===== config.mk =====
export PLATFORM = sky130hd
export DESIGN_NAME = pix_encoder_flat
export DESIGN_NICKNAME = d
export VERILOG_FILES = /design/src/rtl/pix_pkg.sv /design/src/rtl/pix_encoder_if.sv /design/src/rtl/pix_quantizer.sv /design/src/rtl/pix_encoder.sv /design/src/flat_wrapper.sv
export SDC_FILE = /design/constraint.sdc
export NUM_CORES = 1
export LEC_CHECK = 0
export CORE_UTILIZATION = 47
export CTS_CLUSTER_SIZE = 25
export DETAILED_ROUTE_END_ITERATION = 16
export PLACE_DENSITY = 0.84
export REMOVE_ABC_BUFFERS = 1
export SYNTH_ARGS = -nofsm -noshare
export SYNTH_HDL_FRONTEND = slang
export SYNTH_SLANG_ARGS = --single-unit

===== constraint.sdc =====
create_clock -name clk -period 2.8 [get_ports clk]
set_input_delay 0.28 -clock clk [delete_from_list [all_inputs] [get_ports clk]]
set_output_delay 0.28 -clock clk [all_outputs]
set_load 0.01 [all_outputs]

===== src/rtl/pix_pkg.sv =====
// Shared image-select codes, per-image grey levels and quantiser thresholds.
// The matching decoder uses the same levels to rebuild pixels.
package pix_pkg;

    localparam logic [2:0] SEL_LOGO  = 3'b111;
    localparam logic [2:0] SEL_CUBES = 3'b110;
    localparam logic [2:0] SEL_CHOCO = 3'b001;

    // logo palette
    localparam logic [7:0] LOGO_LVL0   = 8'h00;
    localparam logic [7:0] LOGO_LVL1   = 8'h64;
    localparam logic [7:0] LOGO_LVL2   = 8'hFF;
    localparam logic [7:0] LOGO_THR_LO = 8'h32;
    localparam logic [7:0] LOGO_THR_HI = 8'hB2;

    // cubes / choco_bar palette
    localparam logic [7:0] BLK_LVL0   = 8'h00;
    localparam logic [7:0] BLK_LVL1   = 8'h32;
    localparam logic [7:0] BLK_LVL2   = 8'h96;
    localparam logic [7:0] BLK_THR_LO = 8'h19;
    localparam logic [7:0] BLK_THR_HI = 8'h64;

    // 2-bit codes; 2'b10 is never produced
    localparam logic [1:0] CODE_LVL0 = 2'b00;
    localparam logic [1:0] CODE_LVL1 = 2'b01;
    localparam logic [1:0] CODE_LVL2 = 2'b11;

    typedef enum logic {
        ST_IDLE = 1'b0,
        ST_PACK = 1'b1
    } enc_state_e;

    function automatic logic sel_supported(input logic [2:0] sel);
        return (sel == SEL_LOGO) || (sel == SEL_CUBES) || (sel == SEL_CHOCO);
    endfunction

endpackage


===== src/rtl/pix_encoder_if.sv =====
// Pixel-in / byte-out stream bundle of the pixel encoder, plus image select
// and the two sticky status flags.
interface pix_encoder_if;
    logic [2:0] sel;
    logic       in_valid;
    logic [7:0] in_pix;
    logic       in_last;
    logic       in_ready;
    logic       out_valid;
    logic [7:0] out_data;
    logic       out_last;
    logic       out_ready;
    logic       err_sel;
    logic       mismatch;

    // pixel source / byte sink side
    modport master (
        output sel, in_valid, in_pix, in_last, out_ready,
        input  in_ready, out_valid, out_data, out_last, err_sel, mismatch
    );

    // encoder side
    modport slave (
        input  sel, in_valid, in_pix, in_last, out_ready,
        output in_ready, out_valid, out_data, out_last, err_sel, mismatch
    );
endinterface


===== src/rtl/pix_quantizer.sv =====
// Maps a grayscale pixel to a 2-bit code using the thresholds of the selected
// image; exact_o flags a pixel that is precisely one of the image's levels.
// Unsupported selects give code 00 and exact_o low.
module pix_quantizer
    import pix_pkg::*;
(
    input  logic [7:0] pix_i,
    input  logic [2:0] sel_i,
    output logic [1:0] code_o,
    output logic       exact_o
);

    logic       known;
    logic [7:0] thr_lo, thr_hi, lvl0, lvl1, lvl2;

    // pick the palette for the selected image
    always_comb begin
        known  = 1'b1;
        thr_lo = BLK_THR_LO;
        thr_hi = BLK_THR_HI;
        lvl0   = BLK_LVL0;
        lvl1   = BLK_LVL1;
        lvl2   = BLK_LVL2;
        case (sel_i)
            SEL_LOGO: begin
                thr_lo = LOGO_THR_LO;
                thr_hi = LOGO_THR_HI;
                lvl0   = LOGO_LVL0;
                lvl1   = LOGO_LVL1;
                lvl2   = LOGO_LVL2;
            end
            SEL_CUBES, SEL_CHOCO: known = 1'b1;
            default:              known = 1'b0;
        endcase
    end

    // threshold compare and exact-level detect
    always_comb begin
        code_o = CODE_LVL0;
        if (known) begin
            if (pix_i < thr_lo)
                code_o = CODE_LVL0;
            else if (pix_i >= thr_hi)
                code_o = CODE_LVL2;
            else
                code_o = CODE_LVL1;
        end
        exact_o = known && ((pix_i == lvl0) || (pix_i == lvl1) || (pix_i == lvl2));
    end

endmodule


===== src/rtl/pix_encoder.sv =====
// Packs quantised pixels four to a byte (earliest pixel in [1:0]) behind a
// single output register. Image select is latched on the first pixel of a
// frame. Optional macro PIX_ENCODER_EXACT_CHECK_EN enables the sticky
// mismatch flag for pixels that are not an exact palette level.
//
// state   | meaning
// --------+-----------------------------------------------
// ST_IDLE | between frames, next pixel latches sel
// ST_PACK | inside a frame, latched sel in use
module pix_encoder
    import pix_pkg::*;
(
    input  logic         clk,
    input  logic         rst_n,
    pix_encoder_if.slave bus
);

    enc_state_e state_q, state_d;
    logic [2:0] sel_q, sel_eff;
    logic [1:0] slot_q;
    logic [7:0] pack_q, pack_d;
    logic       out_valid_q, out_last_q;
    logic [7:0] out_data_q;
    logic       err_q;
    logic       in_ready, accept, byte_done;
    logic [1:0] code;
    logic       pix_exact;

    // one-deep output register: accept whenever it is empty or draining
    assign in_ready = !out_valid_q || bus.out_ready;

    // state register
    always_ff @(posedge clk or negedge rst_n) begin
        if (!rst_n) state_q <= ST_IDLE;
        else        state_q <= state_d;
    end

    // next state: a frame ends with the pixel carrying in_last
    always_comb begin
        state_d = state_q;
        case (state_q)
            ST_IDLE: if (accept && !bus.in_last) state_d = ST_PACK;
            ST_PACK: if (accept &&  bus.in_last) state_d = ST_IDLE;
            default: state_d = ST_IDLE;
        endcase
    end

    // FSM outputs: handshake, byte completion, select in effect
    always_comb begin
        accept    = bus.in_valid && in_ready;
        byte_done = accept && ((slot_q == 2'd3) || bus.in_last);
        sel_eff   = (state_q == ST_IDLE) ? bus.sel : sel_q;
    end

    pix_quantizer u_quant (
        .pix_i  (bus.in_pix),
        .sel_i  (sel_eff),
        .code_o (code),
        .exact_o(pix_exact)
    );

    // insert the new code; unfilled slots stay zero since pack_q is cleared per byte
    always_comb begin
        pack_d = pack_q;
        pack_d[{slot_q, 1'b0} +: 2] = code;
    end

    // frame registers: latched select, slot counter, partial byte
    always_ff @(posedge clk or negedge rst_n) begin
        if (!rst_n) begin
            sel_q  <= 3'b000;
            slot_q <= 2'd0;
            pack_q <= 8'h00;
        end else if (accept) begin
            if (state_q == ST_IDLE) sel_q <= bus.sel;
            if (byte_done) begin
                slot_q <= 2'd0;
                pack_q <= 8'h00;
            end else begin
                slot_q <= slot_q + 2'd1;
                pack_q <= pack_d;
            end
        end
    end

    // output register: load on completion (even while draining), clear on handshake
    always_ff @(posedge clk or negedge rst_n) begin
        if (!rst_n) begin
            out_valid_q <= 1'b0;
            out_data_q  <= 8'h00;
            out_last_q  <= 1'b0;
        end else if (byte_done) begin
            out_valid_q <= 1'b1;
            out_data_q  <= pack_d;
            out_last_q  <= bus.in_last;
        end else if (bus.out_ready) begin
            out_valid_q <= 1'b0;
        end
    end

    // sticky unsupported-select flag
    always_ff @(posedge clk or negedge rst_n) begin
        if (!rst_n)                                 err_q <= 1'b0;
        else if (accept && !sel_supported(sel_eff)) err_q <= 1'b1;
    end

`ifdef PIX_ENCODER_EXACT_CHECK_EN
    logic mismatch_q;

    // sticky flag for a pixel that is not an exact palette level
    always_ff @(posedge clk or negedge rst_n) begin
        if (!rst_n)                   mismatch_q <= 1'b0;
        else if (accept && !pix_exact) mismatch_q <= 1'b1;
    end

    assign bus.mismatch = mismatch_q;
`else
    logic unused_exact;
    assign unused_exact = pix_exact;
    assign bus.mismatch = 1'b0;
`endif

    assign bus.in_ready  = in_ready;
    assign bus.out_valid = out_valid_q;
    assign bus.out_data  = out_data_q;
    assign bus.out_last  = out_last_q;
    assign bus.err_sel   = err_q;

endmodule

===== src/flat_wrapper.sv =====
// flat-port wrapper written by rule: the top's interface ports become plain ports
module pix_encoder_flat import pix_pkg::*;
  (clk, rst_n, bus_sel, bus_in_valid, bus_in_pix, bus_in_last, bus_out_ready, bus_in_ready, bus_out_valid, bus_out_data, bus_out_last, bus_err_sel, bus_mismatch);
  pix_encoder_if bus_i ();
  input  logic clk;
  input  logic rst_n;
  input wire logic [$bits(bus_i.sel)-1:0] bus_sel;
  input wire logic [$bits(bus_i.in_valid)-1:0] bus_in_valid;
  input wire logic [$bits(bus_i.in_pix)-1:0] bus_in_pix;
  input wire logic [$bits(bus_i.in_last)-1:0] bus_in_last;
  input wire logic [$bits(bus_i.out_ready)-1:0] bus_out_ready;
  output wire logic [$bits(bus_i.in_ready)-1:0] bus_in_ready;
  output wire logic [$bits(bus_i.out_valid)-1:0] bus_out_valid;
  output wire logic [$bits(bus_i.out_data)-1:0] bus_out_data;
  output wire logic [$bits(bus_i.out_last)-1:0] bus_out_last;
  output wire logic [$bits(bus_i.err_sel)-1:0] bus_err_sel;
  output wire logic [$bits(bus_i.mismatch)-1:0] bus_mismatch;
  assign bus_i.sel = bus_sel;
  assign bus_i.in_valid = bus_in_valid;
  assign bus_i.in_pix = bus_in_pix;
  assign bus_i.in_last = bus_in_last;
  assign bus_i.out_ready = bus_out_ready;
  assign bus_in_ready = bus_i.in_ready;
  assign bus_out_valid = bus_i.out_valid;
  assign bus_out_data = bus_i.out_data;
  assign bus_out_last = bus_i.out_last;
  assign bus_err_sel = bus_i.err_sel;
  assign bus_mismatch = bus_i.mismatch;
  pix_encoder u_core (.clk(clk), .rst_n(rst_n), .bus(bus_i));
endmodule

# Yosys cells after proc, flatten, opt, wreduce, memory -nomap -nowiden
# Cells that the tools add are included.
# totals
out_inout_bits,13
word_cells,48
ff_bits,25
inputBits,16
# classes
n_addsub,2
shifts,2
reduce_logical,14
n_mux,15
eq_ne,4
n_lt_le_gt_ge,2
n_bitwise,1
# ops
operator,n
$mux 8,2
$bwmux 8,1
$ge 8x8->1,1
$lt 8x6->1,1
$mux 2,4
$shift 2x5->8 const A,1
$shiftx 2x5->8,1
$eq 3x3->1 const B,2
$mux 6,1
$logic_and 1x1->1,5
$mux 1,5
$neg 3->5,1
$logic_or 1x1->1,4
$eq 3x1->1 const B,1
$logic_not 1->1,3
$mux 3,1
$reduce_or 3->1,1
$add 2x1->2 const B,1
$eq 2x2->1 const B,1
$pmux 1 s2,1
$reduce_bool 2->1,1
$not 1->1,1

# Longest topological paths before layout
# depth
word_depth,10
depth_mapped,9
ltp_nobuf,9

# By module
# From an unflattened synthesis, not the netlist that was laid out.
# hier_totals
hier_cells,150
hier_area_um2,1535.2
# modules_own_cells
module,n_inst,area_per_inst_um2,cells_per_inst,seq_area_each_um2
pix_encoder,1,1255.0,115,625.6
pix_quantizer,1,280.3,35,0.0

# Worst setup path after synthesis
# OpenSTA, ideal clock, no wires.
# synth_timing
path_kind,flip-flop to flip-flop
from,reg (tool-made name)
to,"reg u_core.out_data_q[0], in the netlist u_core.bus.out_data[0]"
arrival_time_ns,2.301
setup_ns,0.125
path_buffers,0
path_stages_with_launch,10
t_required_ns,2.675
slack_ns,0.374
synth_period_minus_slack_ns,2.426
path_cell_list,dfrtp_1 -> nand4b_1 -> nand2_1 -> inv_1 -> ha_1 -> a211oi_1 -> o211ai_1 -> a2111oi_4 -> o22ai_1 -> mux2_2
# synth_lines
item,line_no,source
"end signal, assigned",pix_encoder.sv:94,out_data_q <= pack_d;
"end, declared",pix_encoder.sv:23,logic [7:0] out_data_q;

==> results.md <==
* Syn avg cell area at 10.3 µm²
* R2r endpoint: u_core.bus.out_data[2]
* Post-CTS resize count at 0
* RSZ-0062 raised after global routing: no
* Post-Synth XOR/XNOR Area at 0%
* Tightest Hold Check Type: in2async
* # setup viols final at 0
* Post-route ant nets at 0
* Starting Density at 50.0%
* Seq cells post-synth at 25
* Per-cell routed wire length at 14.8 µm
* Distinct cells, synth at 35
* Arrival @ worst endpoint at 2770 ps
* Die Wd at between 50 and 60 µm
* Row count at 19
* Largest family of logic cells by synthesized area: compound AO/OA/AOI/OAI gates
* P&R area growth vs syn at 26.9%
* Mapped Area at 0.00139 mm²
* Die area at 0.00318 mm²
* Commonest non-fill, non-tap cells in the layout: clkdlybuf4s50_1, dfrtp_1, nand2_1
* Antenna cell count at 0
* Vias at 1189
* Clock transition at the registers of the reported paths at ~140 ps
* CTS tree: yes
* Global route overflow at 0
* Max-cap check violation count at 0
* Post-synthesis simple-gate area fraction at between 10% and 20%
* First drt pass iteration count at 4
* Clock Latency Late Sink at ~320 ps
* Required time of the critical path at a little over 3000 ps
* Synth warn at 0
* Post-CTS Hold Fix Bufs at 0
* Mux cell area share after synthesis at ~8.6%
* Max IR drop VDD at approximately 0.31 mV
* Syn Inst Count at 135
* DPL Wire Length at 2330 µm
* Power Total at 0.000918 W
* Clock Skews at 2.65 ps
* Vias in the first global route at roughly 1200
* Dpl ws at -31.1 ps
* Pleak at 0.763 nW
* Core Area at 0.00278 mm²
* Fin crit share at slightly above 90%
* Post-route setup slack at 251 ps
* Final WL at 2970 µm
* DR DRC count at 0
* Outcome: completed
* Setup Fix Bufs, Post-CTS at 0
* Seq. cell area at 626 µm²
* Layout cells sized above 1 at 12.4%
* R2r setup slk at 250 ps
* First-pass GRT wire length at 5160 µm
* Kind of end point of the critical path: register
* Max Transition Viols Final at 0
* Synth Area in Adders at 7.20%
* Most common cell after layout, fill and taps aside: clkdlybuf4s50_1
* Top Ports at 29
* Starting DRT DRC Count at 35
* GR Util All Layers at about a fifth
* Fmax at 392 MHz
* Port Buffers at 27
* P per Cell Area at roughly 520 mW/mm²
* Gp weighted congestion at 0.857
* Crit start category: register
* Tmin final at 2550 ps
* Fillers at 237
* Initial antenna violation count at 0
* Largest net degree at the start of global routing at 26
* Register area share after synthesis at 45.0%
* Compound-Gate Fraction of Synth Area at roughly a fifth
* Critical path class: reg2reg
* Clk sinks at 25
* Final #Nets at between 150 and 200
* Final hold viol count at 0
* Die height at 56.4 µm
* Worst R2R Path Depth at 10
* Worst Path Max Fanout at 8
* Bufs on Longest Clock Path at 2
* Multi-input logic area at 713 µm²
* H-tree depth at 1
* DR vias/cell at 5.92
* Total CTS buffers at 3
* CTS Root Cell: clkbuf_4
## flip-flops by register name (all words and copies together), names as in the netlist, named ones only
name,cells
u_core.bus.err_sel,1
u_core.bus.out_data,8
u_core.bus.out_last,1
u_core.bus.out_valid,1
u_core.pack_q,8
u_core.sel_q,3
u_core.slot_q,2
## cells by family after synthesis
| kind of cell | after synthesis |
|---|---|
| buffers and inverters | 12 |
| AO/OA/AOI/OAI | 41 |
| flip-flops | 25 |
| adder cells (fa/ha/maj) | 8 |
| multiplexers | 11 |
| AND/OR/NAND/NOR | 37 |
| other | 1 |
## area by class of cell
cell class / count / share of cell area (%)
sequential: 25 / 35.5
clock inverter: 1 / 0.426
multi-input combinational: 98 / 40.4
clock buffer: 3 / 1.28
inverter: 9 / 1.91
timing repair buffer: 34 / 18.3
tap: 31 / 2.20
## report_power, final
| group | switching (W) | internal [W] | leakage (nW) |
|---|---|---|---|
| clock network | 0.000114 | 0.0000547 | 0.0139 |
| registers | 0.0000384 | 0.000403 | 0.325 |
| logic | 0.000160 | 0.000148 | 0.424 |
| total | 0.000312 | 0.000606 | 0.763 |
## layer usage
metal  up-vias  wire length (µm)  track usage [%]
met4         0                99             11.1
met2        43              1410             34.9
met1       561              1310             25.8
met5         -                 0                0
li1        574                 -                -
met3        11               150             3.46
## stage by stage
| stage | hold slack [ps] | setup TNS, ps | cells | utilization, % | cell area (µm²) |
|---|---|---|---|---|---|
| 2_1_floorplan | -15.6 | 0 | 132 | - | 1370 |
| 3_3_place_gp | 459 | 0 | 197 | 62.3 | 1730 |
| 3_5_place_dp | 466 | -69.0 | 197 | 62.3 | 1730 |
| 4_1_cts | 297 | 0 | 201 | 63.4 | 1760 |
| 5_1_grt | 306 | 0 | 201 | 63.4 | 1760 |
| 6_report | 291 | 0 | 201 | 63.4 | 1760 |
## synth_stat cells
master,instances,share of area (%)
o21a_1,1,0.54
conb_1,1,0.27
a21boi_0,1,0.54
o211ai_1,2,1.1
nor3_1,1,0.36
nor2_1,5,1.4
nand2b_1,1,0.45
a221oi_2,1,1.1
nand2_1,14,3.8
clkbuf_2,1,0.36
a31oi_1,2,0.90
nand3_1,2,0.72
inv_1,9,2.4
a2111oi_4,1,2.0
nor4_2,1,0.90
a211oi_1,1,0.54
a22o_1,2,1.3
or3b_1,2,1.3
buf_2,1,0.36
nand4b_1,2,1.3
nand4_1,3,1.4
a21oi_1,2,0.72
a22oi_1,1,0.54
and2_1,1,0.45
mux2_2,7,5.7
o22ai_1,4,1.8
nor2b_1,5,2.3
mux2i_1,4,2.9
ha_1,8,7.2
o31ai_1,8,4.3
a311oi_1,1,0.63
o21bai_1,1,0.54
o21ai_0,13,4.7
dfrtp_1,25,45
buf_4,1,0.54
## critical path: stages (launching register included)
cell and delay, ps:
dfrtp_1 460, nand4b_1 220, nand2_1 110, inv_1 60, ha_1 310, a211oi_1 270, o211ai_1 160, a2111oi_4 300
buf_4 210, o22ai_1 90, mux2_2 270
## how the worst max path moves through the flow
stage | endpoint | slack, ps | depth (start not counted)
finish | u_core.bus.out_data[2] | 250 | 10
CTS | u_core.bus.out_data[2] | 270 | 10
global placement | u_core.bus.out_data[0] | 60 | 11
floorplan | u_core.bus.out_data[0] | 370 | 9
global route | u_core.bus.out_data[2] | 0.9 | 10
detailed placement | u_core.bus.out_data[2] | -30 | 11
Power figures use the tool's default switching activity.
